`config.mk`:
```
export PLATFORM = sky130hd
export DESIGN_NAME = envelope_vca
export DESIGN_NICKNAME = d
export VERILOG_FILES = /design/src/rtl/envelope_vca.sv
export SDC_FILE = /design/constraint.sdc
export NUM_CORES = 1
export LEC_CHECK = 0
export BUFFER_PORTS_ARGS = -buffer_cell sky130_fd_sc_hd__clkbuf_2
export CELL_PAD_IN_SITES_DETAIL_PLACEMENT = 0
export CELL_PAD_IN_SITES_GLOBAL_PLACEMENT = 2
export CORE_MARGIN = 4
export CORE_UTILIZATION = 37
export CTS_CLUSTER_DIAMETER = 150
export CTS_CLUSTER_SIZE = 10
export DETAILED_ROUTE_END_ITERATION = 12
export GPL_ROUTABILITY_DRIVEN = 0
export PLACE_DENSITY_LB_ADDON = 0.2
export SYNTH_ARGS = -nofsm -noshare
export SYNTH_HDL_FRONTEND = slang
export SYNTH_SLANG_ARGS = --single-unit
```
`constraint.sdc`:
```
create_clock -name clk -period 3.35 [get_ports clk]
set_input_delay 0.67 -clock clk [delete_from_list [all_inputs] [get_ports clk]]
set_output_delay 0.67 -clock clk [all_outputs]
set_load 0.02 [all_outputs]
```
`src/rtl/envelope_vca.sv`:
```
// Envelope-controlled amplifier: slew-limits the envelope and scales signed samples with a serial shift-add multiplier.
// Latency ENV_W+1 clocks from acceptance to out_valid; one sample in flight, in_ready low until the result is taken.
module envelope_vca #(
    parameter int ENV_W     = 8,
    parameter int SLEW_STEP = 4
) (
    input  logic       clk,
    input  logic       rst,
    input  logic [7:0] envelope_in,
    input  logic [7:0] in_data,
    input  logic       in_valid,
    output logic       in_ready,
    output logic [7:0] out_data,
    output logic       out_valid,
    input  logic       out_ready,
    output logic [7:0] env_smooth
);

    localparam int CNT_W = $clog2(ENV_W + 1);
    localparam logic [CNT_W-1:0] CNT_LAST = CNT_W'(ENV_W);
    localparam logic signed [9:0] STEP_S = 10'(SLEW_STEP);
    localparam logic [7:0] STEP_U = 8'(SLEW_STEP);

    typedef enum logic [1:0] {
        IDLE = 2'd0,
        MUL  = 2'd1,
        DONE = 2'd2
    } state_t;

    state_t state, state_nxt;

    logic             accept;
    logic [CNT_W-1:0] cnt;
    logic signed [9:0] diff;
    logic [7:0]       env_next;
    logic [7:0]       mag;
    logic [15:0]      acc;
    logic [15:0]      mcand;
    logic [7:0]       mplier;
    logic             sign;
    logic             unity;
    logic [7:0]       raw;
    logic [7:0]       r;
    logic [7:0]       result;

    assign accept = in_valid & in_ready;

    // Slew limiter: clamp the per-sample envelope change to SLEW_STEP.
    assign diff = $signed({2'b00, envelope_in}) - $signed({2'b00, env_smooth});

    always_comb begin
        env_next = envelope_in;
        if (SLEW_STEP != 0) begin
            if (diff > STEP_S) begin
                env_next = env_smooth + STEP_U;
            end else if (diff < -STEP_S) begin
                env_next = env_smooth - STEP_U;
            end
        end
    end

    // -128 negates to 0x80, which reads correctly as unsigned 128.
    assign mag = in_data[7] ? (8'd0 - in_data) : in_data;

    // Full scale 0xFF bypasses the product so unity gain is exact.
    assign r      = acc[15:8];
    assign result = unity ? raw : (sign ? (8'd0 - r) : r);

    always_ff @(posedge clk or posedge rst) begin
        if (rst) begin
            state <= IDLE;
        end else begin
            state <= state_nxt;
        end
    end

    always_comb begin
        state_nxt = state;
        case (state)
            IDLE:    if (accept) state_nxt = MUL;
            MUL:     if (cnt == CNT_LAST) state_nxt = DONE;
            DONE:    if (out_ready) state_nxt = IDLE;
            default: state_nxt = IDLE;
        endcase
    end

    always_comb begin
        in_ready  = 1'b0;
        out_valid = 1'b0;
        case (state)
            IDLE:    in_ready  = 1'b1;
            DONE:    out_valid = 1'b1;
            default: ;
        endcase
    end

    always_ff @(posedge clk or posedge rst) begin
        if (rst) begin
            cnt <= '0;
        end else if (accept) begin
            cnt <= '0;
        end else if (state == MUL) begin
            cnt <= cnt + 1'b1;
        end
    end

    // ENV_W shift-add clocks, then a final MUL clock forms the signed result.
    always_ff @(posedge clk or posedge rst) begin
        if (rst) begin
            acc        <= '0;
            mcand      <= '0;
            mplier     <= '0;
            sign       <= 1'b0;
            unity      <= 1'b0;
            raw        <= '0;
            env_smooth <= '0;
            out_data   <= '0;
        end else begin
            if (accept) begin
                acc        <= '0;
                mcand      <= {8'd0, mag};
                mplier     <= env_next;
                sign       <= in_data[7];
                unity      <= (env_next == 8'hFF);
                raw        <= in_data;
                env_smooth <= env_next;
            end else if (state == MUL) begin
                if (cnt < CNT_LAST) begin
                    if (mplier[0]) begin
                        acc <= acc + mcand;
                    end
                    mcand  <= {mcand[14:0], 1'b0};
                    mplier <= {1'b0, mplier[7:1]};
                end else begin
                    out_data <= result;
                end
            end
        end
    end

endmodule

```
### Word-level counts from Yosys, hierarchy flattened

Index checks and enable logic that the tools add are counted.

* bits of input ports: 20
* logic and storage cells: 61
* output and inout port bits: 18
* register bits after elaboration: 72

* eq/ne operators: 7
* add/subtract/negate cells: 7
* muxes and demuxes: 23
* reductions and logical operators: 8
* magnitude comparators: 3
* bitwise gates (word level): 3

Operators by type and width (number)
* 16-bit two-way mux: 7
* 8-bit two-way mux: 8
* 16-bit adder: 1
* 1-bit by 8-bit subtractor with 8-bit output (first input constant): 2
* 9-bit by 4-bit greater-than comparator with 1-bit output (second input constant): 1
* 9-bit by 3-bit less-than comparator with 1-bit output (second input constant): 1
* 3-bit AND reduction: 3
* 8-bit by 8-bit subtractor with 9-bit output: 1
* 8-bit by 3-bit adder with 8-bit output (second input constant): 1
* 8-bit equality test (second input constant): 1
* 4-bit two-way mux: 2
* 8-bit by 3-bit subtractor with 8-bit output (second input constant): 1
* 2-bit two-way mux: 3
* 2-bit != test (second input constant): 3
* 2-bit one-hot mux with 3 select lines: 1
* 2-bit nonzero test: 3
* 4-bit by 1-bit adder with 4-bit output (second input constant): 1
* 4-bit equality test (second input constant): 1
* 4-bit less-than comparator (second input constant): 1
* 2-bit by 1-bit equality test with 1-bit output (second input constant): 1
* 2-bit equality test (second input constant): 1
* 2-bit logical NOT: 1
* 1-bit two-way mux: 2
* 1-bit inverter: 2
* 2 further kinds: 2

### Longest topological paths before layout

Gate-level depths: netlist of run 1.

* word-level depth: 5
* depth in mapped cells: 13
* depth with buffers taken out: 13

### Worst setup path after synthesis of run 1

OpenSTA, ideal clock, no wires.

* kind: input to register
* from: input port envelope_in[0]
* to: register unity
* path slack: 68 ps
* cell stages on the path: 13
* buffers on the path: 0
* library setup time: 134 ps
* data arrival time: 3148 ps
* required time: 3216 ps
* cells stage by stage: inv_1 > ha_1 > inv_1 > fa_1 > a211oi_1 > o21ai_1 > a22o_1 > nor3_1 > a31oi_1 > a221oi_1 > a31oi_1 > o41ai_1 > o41ai_2

* longest elaborated chain between the ends: 5
* elaborated cells on any way between the ends: 6
* classes of those cells: 1 x add/sub; 2 x order compare; 1 x eq/ne; 2 x mux

Ends and longest elaborated chain
* start: declaration: line 9 `input logic [7:0] envelope_in,`
* 8-bit by 8-bit subtractor with 9-bit output: line 49 `assign diff = $signed({2'b00, envelope_in}) - $signed({2'b00, env_smooth});`
* 9-bit by 3-bit less-than comparator with 1-bit output: line 56 `end else if (diff < -STEP_S) begin`
* 8-bit two-way mux: line 56
* 8-bit two-way mux (*): line 54 `if (diff > STEP_S) begin`
* 8-bit equality test (*): line 124 `unity <= (env_next == 8'hFF);`
* end signal: assignment: line 124
* end: declaration: line 41 `logic unity;`

Every way passes the cells marked *; elsewhere a longest branch is shown, timed or not.
A chain may end at the register's enable or synchronous reset.

### Final worst setup path of run 1

Same ends and word-level chain as after synthesis.

==> flow_summary.json, run 1 <==
{
  "grt.overflow.total": 0,
  "synth_largest_area_cell": "dfrtp_1",
  "ys_ff_latch": 71,
  "hold_viol": 0,
  "first_pass_iters": 4,
  "grt_max_degree": 33,
  "cts_max_level": 3,
  "clk_latency_ns": 0.34,
  "rows": 40,
  "slew_headroom": 0.341,
  "yosys_warnings": 0,
  "synth-edff-count": 0,
  "yosys-mux-area-fraction": 0.0227,
  "initial_core_util": 0.384,
  "synth-adder-area-share": 0.0860,
  "clkTransAtPathRegs_ns": 0.06,
  "synth_top_flop_cell": "dfrtp_1",
  "startpoint_type": "primary input",
  "status": "finished, final reports clean",
  "ys_types": 67,
  "synth_top_area_frac": 0.379,
  "synth.most_common_cell": "nand2_1",
  "syn_to_final_growth_pct": 22.4,
  "portBuffers": 37,
  "synth_top_family_by_area": "compound AO/OA/AOI/OAI gates",
  "drtIter0Drc": 251,
  "ir_drop_uv": 360,
  "cts_tree": "built",
  "p_leak_nw": 2.79,
  "syn_inst": 553,
  "setup_viol": 0,
  "hp-class": "primary input to asynchronous set/reset pin",
  "crit_arrival_ns": 3.38,
  "ios": 38,
  "die_y_um": 121,
  "antenna_found_initial": 0,
  "drt.antenna.violating_nets": 0,
  "crit_path_end_kind": "flip-flop",
  "synth_compound_area_frac": 0.219,
  "criticalPathCategory": "primary input to flip-flop",
  "synth_common_cells": "nand2_1, dfrtp_1, a21oi_1",
  "fillers": 1254,
  "grt_pass1_wl_mm": 20.4,
  "detail_route.wl_per_cell_um": 15.4,
  "drv_cap": 0,
  "grt_usage": 0.176,
  "reg2reg_from": "env_smooth[3]",
  "diodes": 0,
  "clkSinkCount": 71,
  "r2r-end": "unity",
  "yosys.area_share.simple": 0.209,
  "synth_area_sq_um": 4690,
  "layout_setup_ws_ns": 0.182,
  "reg2regPathDepth": 11,
  "synthTopCellsByArea": "dfrtp_1, nand2_1, ha_1",
  "worst_slew_pin_slew_ns": 0.989,
  "preCtsSetupSlack_ns": -0.343,
  "num-nets-final": 672,
  "clock_path_buffers": 2,
  "dp_hpwl_mm": 9.23,
  "fin_crit_ns": 3.17,
  "layout-drive-gt1-share": 0.195,
  "synth_nets": 604,
  "synthXorXnorAreaFrac": 0.0393,
  "die-area_sq_um": 14500,
  "r2r_slack_ns": 0.21,
  "num_vias": 4154,
  "vias_per_cell": 5.23,
  "grt_pass1_vias": 4049,
  "fp.coreArea_sq_um": 12200,
  "design_area_sq_um": 5740,
  "required_ns": 3.56,
  "seq_area_frac_synth": 0.379,
  "place_area_sq_um": 5310,
  "syn_area_per_cell_sq_um": 8.47,
  "p_per_area_nw_per_um2": 1010,
  "final_max_slew_viol_count": 0,
  "cts_made_buffers": 9,
  "rsz0062_at_grt": "no",
  "fin_skew_ns": 0.00372,
  "cp_max_fo": 5,
  "die_w_um": 121,
  "routed_wl_mm": 12.2,
  "ys_async_sr_fraction": 1.00,
  "tns_ns": 0,
  "post-route-period-util": 0.946,
  "clockRootBuffer": "clkbuf_16",
  "drc": 0,
  "fmax_ghz": 0.316
}
==> flip-flops by register name (all words and copies together) (netlist names) <==
register / count
mcand: 16
raw: 7
acc: 16
mplier: 8
env_smooth: 8
out_data: 8
cnt: 4
state: 2
unity: 1
sign: 1
==> metrics by stage <==
stage               hold WS, ns  power (mW)  cells  utilization
floorplan                 0.446        3.65    553            -
global placement          0.461        4.57    777        0.435
detailed placement        0.463        4.63    777        0.435
CTS                       0.321        5.72    793        0.463
global route              0.348        6.32    794        0.470
finish                    0.312        5.78    794        0.470
==> kinds of logic (layout without fill, tap and decap cells) <==
group,count (synthesis),after routing
AND/OR/NAND/NOR,212,212
multiplexers,10,10
adder cells (fa/ha/maj),31,31
flip-flops,71,71
XOR/XNOR,21,21
buffers and inverters,55,128
AO/OA/AOI/OAI,153,153
==> cells in the final DEF (no fill, tap or decap), types with 3 or more instances in the layout <==
| cell type | n |
|---|---|
| dfrtp_1 | 71 |
| nor2b_1 | 10 |
| a21boi_1 | 5 |
| clkbuf_2 | 37 |
| a211oi_1 | 4 |
| nand2_1 | 102 |
| nand2b_1 | 8 |
| clkbuf_16 | 9 |
| nor2_1 | 36 |
| o21a_1 | 4 |
| a21o_1 | 9 |
| o21ai_1 | 5 |
| nor3_1 | 13 |
| ha_1 | 28 |
| o221ai_1 | 3 |
| a31oi_2 | 3 |
| o21ai_0 | 30 |
| o31ai_1 | 7 |
| a31oi_1 | 8 |
| xnor2_1 | 13 |
| buf_4 | 45 |
| nand3b_1 | 5 |
| a221oi_1 | 3 |
| mux2i_1 | 8 |
| inv_1 | 29 |
| xor2_1 | 8 |
| a21oi_1 | 41 |
| and2_1 | 5 |
| nand3_1 | 7 |
| and3_1 | 7 |
==> what timing repair did <==
| action | CTS | global route |
|---|---|---|
| endpoints found under the setup margin | 2 | 11 |
| hold buffers | 0 | 0 |
| pin swaps | 0 | 2 |
| resized for setup | 1 | 13 |
| buffers inserted | 0 | 1 |
==> worst max-delay path, stage by stage <==
cell and delay (ns):
clkbuf_2 0.09, inv_1 0.05, ha_1 0.16, inv_1 0.06, fa_2 0.37, nor4b_1 0.29, mux2_1 0.22, a211oi_4 0.09
o41a_1 0.52, a221oi_2 0.33, a31oi_2 0.08, o41ai_1 0.31, o41ai_2 0.13
==> cell type report <==
class	count	area, sq um	share of cell area
multi-input combinational	427	2780	0.485
sequential	71	1780	0.310
timing repair buffer	82	523	0.0912
clock buffer	10	239	0.0417
tap	168	210	0.0366
inverter	30	113	0.0196
clock inverter	6	92.6	0.0161
==> power breakdown <==
group / switching (mW) / leakage [nW] / internal, mW
Combinational: 1.83 / 1.74 / 1.37
Sequential: 0.295 / 0.892 / 1.23
Clock: 0.382 / 0.155 / 0.676
Total: 2.51 / 2.79 / 3.27
==> how the worst max path moves through the flow <==
| stage | cells past startpoint | end | startpoint |
|---|---|---|---|
| 3_5_place_dp | 15 | env_smooth[5] | envelope_in[0] |
| 5_1_grt | 14 | unity | env_smooth[3] |
| 6_report | 13 | unity | envelope_in[0] |
| 4_1_cts | 15 | env_smooth[5] | envelope_in[0] |
| 2_1_floorplan | 13 | unity | envelope_in[0] |
| 3_3_place_gp | 15 | mplier[5] | envelope_in[0] |
==> metal layers <==
metal | vias to the layer above | share of wire | global-route usage
li1 | 2082 | - | -
met1 | 1999 | 0.51 | 0.250
met2 | 62 | 0.45 | 0.275
met3 | 11 | 0.031 | 0.0346
met4 | 0 | 0.010 | 0.0453
met5 | - | 0 | 0
Power figures use the tool's default switching activity.
==> run 2, diff against run 1 <==
Settings changed: CORE_UTILIZATION 37 to 33.
Clock period 3.35 ns to 2.84 ns, I/O delays scaled along.
==> run 2 against run 1 <==
Hold slack got worse by 0.11 ns. Flip-flop and latch count unchanged. The run now ends with negative setup slack left. Sequential power increased by 18%. Sequential share of layout area decreased by 2.6 points. Utilization decreased by 1.6 points. Critical path depth increased by 1. Combinational power increased by 39%. Cell count increased by 5.7%. Global-route usage decreased by 0.41 points. Via count increased by 1.7%. Critical endpoint is now env_smooth[4]. Highest routed layer unchanged.
==> flow_summary.json, run 2 (synthesis gave the netlist of run 1 again) <==
{
  "status": "finished, violations left",
  "violations": "negative setup slack",
  "top_regs": "acc: 16 flops, mcand: 16 flops",
  "ctsHoldBuffers": 0,
  "dr_wl_met2_mm": 6.03,
  "portBuffers": 37,
  "reg2regPathDepth": 12,
  "total_power_mw": 7.41,
  "grt.overflow.total": 0,
  "hp-class": "primary input to asynchronous set/reset pin",
  "routed_wl_mm": 13.1,
  "cts_made_buffers": 9,
  "final_cells": 839,
  "final_common_cell": "nand2_1",
  "diodes": 0,
  "final_cell_mix": "nand2_1, buf_4, dfrtp_1",
  "antenna_found_initial": 0,
  "fin_crit_ns": 3.04,
  "clock_path_buffers": 2,
  "fp.coreArea_sq_um": 13900,
  "cts_tree": "built",
  "ir_drop_uv": 436,
  "p_leak_nw": 2.99,
  "grt_pass1_wl_mm": 22.3,
  "initial_core_util": 0.338,
  "holdWs_ns": 0.206,
  "clkTransAtPathRegs_ns": 0.06,
  "grt_usage": 0.172,
  "ff_latch_area_sq_um": 1780,
  "worst_slew_pin_slew_ns": 0.748,
  "tns_ns": -1.19,
  "clkSinkCount": 71,
  "crit_arrival_ns": 3.24,
  "grt_max_degree": 30,
  "dp_hpwl_mm": 9.89,
  "hold_viol": 0,
  "drtIter0Drc": 268,
  "fin_skew_ns": 0.0106,
  "reg2reg_from": "env_smooth[0]",
  "grt_pass1_vias": 4294,
  "setup_viol": 13,
  "die_y_um": 127,
  "drv_cap": 0,
  "rsz0062_at_grt": "yes",
  "fmax_ghz": 0.329,
  "ios": 38,
  "num_vias": 4225,
  "fin_util": 0.453,
  "die-area_sq_um": 16200,
  "design_area_sq_um": 6290,
  "crit_path_end_kind": "flip-flop",
  "p_per_area_nw_per_um2": 1180,
  "vias_per_cell": 5.04,
  "wl_met3_um": 345,
  "criticalPathCategory": "primary input to flip-flop",
  "drt.antenna.violating_nets": 0,
  "clk_latency_ns": 0.34,
  "r2r_slack_ns": -0.19,
  "die_w_um": 127,
  "place_area_sq_um": 5660,
  "fillers": 1387,
  "clockRootBuffer": "clkbuf_16",
  "num-nets-final": 705,
  "first_pass_iters": 4,
  "placed_cells": 819,
  "layout-drive-gt1-share": 0.302,
  "cp_max_fo": 6,
  "post-route-period-util": 1.07,
  "startpoint_type": "primary input",
  "top_layer_used": "met4",
  "rows": 43,
  "final_max_slew_viol_count": 0,
  "syn_to_final_growth_pct": 34.3,
  "preCtsSetupSlack_ns": -0.582,
  "multiInputGateArea_sq_um": 3040,
  "detail_route.wl_per_cell_um": 15.7,
  "cts_max_level": 3,
  "met1Wirelength_mm": 6.54,
  "slew_headroom": 0.501,
  "r2r-end": "env_smooth[4]",
  "required_ns": 3.04,
  "drc": 0,
  "layout_setup_ws_ns": -0.196
}
[run 2: critical path, cell delays in order]
cell and delay [ns]:
clkbuf_8 0.13, inv_12 0.05, ha_4 0.14, inv_2 0.04
fa_2 0.40, a21oi_2 0.13, or3b_1 0.11, a22o_1 0.20
nand2_2 0.11, o41a_1 0.50, a221oi_2 0.30, o22ai_2 0.16
or2_1 0.26, a21boi_1 0.13
[run 2: layout make-up]
type / instances / area share
clock buffers: 10 / 0.0380
clock inverters: 6 / 0.0109
inverters: 30 / 0.0199
multi-input cells: 427 / 0.482
flip-flops and latches: 71 / 0.283
well taps: 180 / 0.0358
repair buffers: 115 / 0.129
[run 2: layer usage]
layer | vias up | global-route usage
li1 | 2151 | -
met4 | 0 | 0.0549
met1 | 1999 | 0.234
met5 | - | 0
met2 | 58 | 0.274
met3 | 17 | 0.0355
[run 2: how the worst max path moves through the flow]
stage / start / endpoint / slack (ns) / depth (start not counted)
detailed placement: envelope_in[3] / env_smooth[5] / -0.58 / 12
CTS: env_smooth[0] / unity / -0.16 / 11
global route: env_smooth[0] / env_smooth[4] / -0.35 / 11
finish: envelope_in[0] / env_smooth[4] / -0.20 / 14
global placement: envelope_in[2] / env_smooth[5] / -0.51 / 12
floorplan: envelope_in[0] / env_smooth[5] / -0.09 / 13
[run 2: what timing repair did]
item | 4_1_cts | 5_1_grt
pin swaps | 10 | 14
buffers inserted | 3 | 2
resized for setup | 39 | 20
setup endpoints to repair | 17 | 21
[run 2: power breakdown]
| part | internal (mW) | switching [mW] | total [mW] |
|---|---|---|---|
| logic | 2.02 | 2.43 | 4.45 |
| registers | 1.45 | 0.341 | 1.79 |
| clock network | 0.708 | 0.458 | 1.17 |
| total | 4.18 | 3.23 | 7.41 |
==> run 3, diff against run 2 <==
Settings changed: MAX_ROUTING_LAYER set to met4.
==> run 3 against run 2 <==
The flow still finishes with violations (negative setup slack). Critical path type unchanged. Register-to-register slack is essentially flat. Sequential power barely moved. Largest power group unchanged. Die area is the same.
==> flow_summary.json, run 3 (synthesis gave the netlist of run 1 again) <==
{
  "status": "finished, violations left",
  "violations": "negative setup slack",
  "portBuffers": 37,
  "rows": 43,
  "p_leak_nw": 2.99,
  "antenna_found_initial": 0,
  "clkTransAtPathRegs_ns": 0.06,
  "cp_max_fo": 6,
  "rsz0062_at_grt": "yes",
  "reg2reg_from": "env_smooth[0]",
  "die_w_um": 127,
  "clk_latency_ns": 0.34,
  "num-nets-final": 705,
  "dp_hpwl_mm": 9.89,
  "clockRootBuffer": "clkbuf_16",
  "reg2regPathDepth": 12,
  "drtIter0Drc": 235,
  "hp-class": "primary input to asynchronous set/reset pin",
  "setup_viol": 13,
  "final_cell_mix": "nand2_1, buf_4, dfrtp_1",
  "post-route-period-util": 1.07,
  "first_pass_iters": 4,
  "grt_max_degree": 30,
  "die_y_um": 127,
  "routed_wl_mm": 13.1,
  "ios": 38,
  "holdWs_ns": 0.205,
  "final_common_cell": "nand2_1",
  "initial_core_util": 0.338,
  "diodes": 0,
  "crit_path_end_kind": "flip-flop",
  "cts_made_buffers": 9,
  "grt_pass1_wl_mm": 22.3,
  "clkSinkCount": 71,
  "slew_headroom": 0.497,
  "fin_skew_ns": 0.0106,
  "clock_path_buffers": 2,
  "drv_cap": 0,
  "crit_arrival_ns": 3.23,
  "worst_slew_pin_slew_ns": 0.754,
  "top_regs": "acc: 16 flops, mcand: 16 flops",
  "preCtsSetupSlack_ns": -0.582,
  "grt.overflow.total": 0,
  "syn_to_final_growth_pct": 34.3,
  "r2r-end": "env_smooth[4]",
  "cts_tree": "built",
  "hold_viol": 0,
  "r2r_slack_ns": -0.19,
  "fp.coreArea_sq_um": 13900,
  "required_ns": 3.04,
  "cts_max_level": 3,
  "die-area_sq_um": 16200,
  "num_vias": 4209,
  "ctsHoldBuffers": 0,
  "drt.antenna.violating_nets": 0,
  "layout-drive-gt1-share": 0.303,
  "vias_per_cell": 5.02,
  "criticalPathCategory": "primary input to flip-flop",
  "startpoint_type": "primary input",
  "detail_route.wl_per_cell_um": 15.6,
  "fmax_ghz": 0.330,
  "ir_drop_uv": 438,
  "fin_util": 0.453,
  "grt_pass1_vias": 4288,
  "drc": 0,
  "p_per_area_nw_per_um2": 1180,
  "fin_crit_ns": 3.03,
  "layout_setup_ws_ns": -0.191,
  "grt_usage": 0.176,
  "final_max_slew_viol_count": 0
}
==> run 3: worst max-delay path by stage <==
stage                         startpoint            end  slack [ns]  cells after the start
final                     envelope_in[0]  env_smooth[4]       -0.19                     14
after global routing       env_smooth[0]  env_smooth[4]       -0.34                     11
after CTS                  env_smooth[0]          unity       -0.16                     11
after detailed placement  envelope_in[3]  env_smooth[5]       -0.58                     12
after global placement    envelope_in[2]  env_smooth[5]       -0.51                     12
after floorplan           envelope_in[0]  env_smooth[5]       -0.09                     13
==> run 3: worst max-delay path, stage by stage <==
cell and delay, ns:
clkbuf_8 0.13, inv_12 0.05, ha_4 0.14, inv_2 0.04
fa_2 0.40, a21oi_2 0.13, or3b_1 0.11, a22o_1 0.20
nand2_2 0.11, o41a_1 0.50, a221oi_2 0.30, o22ai_2 0.16
or2_1 0.26, a21boi_1 0.13
==> run 3: routing by layer <==
layer	up-vias	wire length [um]	global-route usage
met1	1982	6560	0.235
met5	-	0	-
li1	2153	-	-
met4	0	218	0.0587
met2	55	6010	0.274
met3	19	319	0.0305
==> run 3: power by group <==
group | switching (mW) | internal [mW] | total (mW)
Clock | 0.459 | 0.708 | 1.17
Sequential | 0.339 | 1.45 | 1.79
Combinational | 2.43 | 2.02 | 4.45
Total | 3.23 | 4.18 | 7.41
==> run 3: through the flow <==
step	std cells	setup TNS [ns]	cell area, sq um	total power [mW]
CTS	837	-0.868	6200	7.29
floorplan	553	-0.328	4780	4.41
global route	839	-3.84	6290	8.10
detailed placement	819	-7.87	5660	5.78
finish	839	-1.14	6290	7.41
global placement	819	-6.53	5660	5.74
==> run 3: layout make-up <==
| class | instances | area, sq um |
|---|---|---|
| clock inverter | 6 | 68.8 |
| timing repair buffer | 115 | 815 |
| fill | 1386 | 7590 |
| clock buffer | 10 | 239 |
| multi-input combinational | 427 | 3040 |
| inverter | 30 | 125 |
| sequential | 71 | 1780 |
| tap | 180 | 225 |
==> run 3: what timing repair did <==
action                                  4_1_cts  5_1_grt
pin swaps                                    10       14
cloned                                        0        0
buffers inserted                              3        2
gates resized for setup                      39       21
endpoints found under the setup margin       17       21
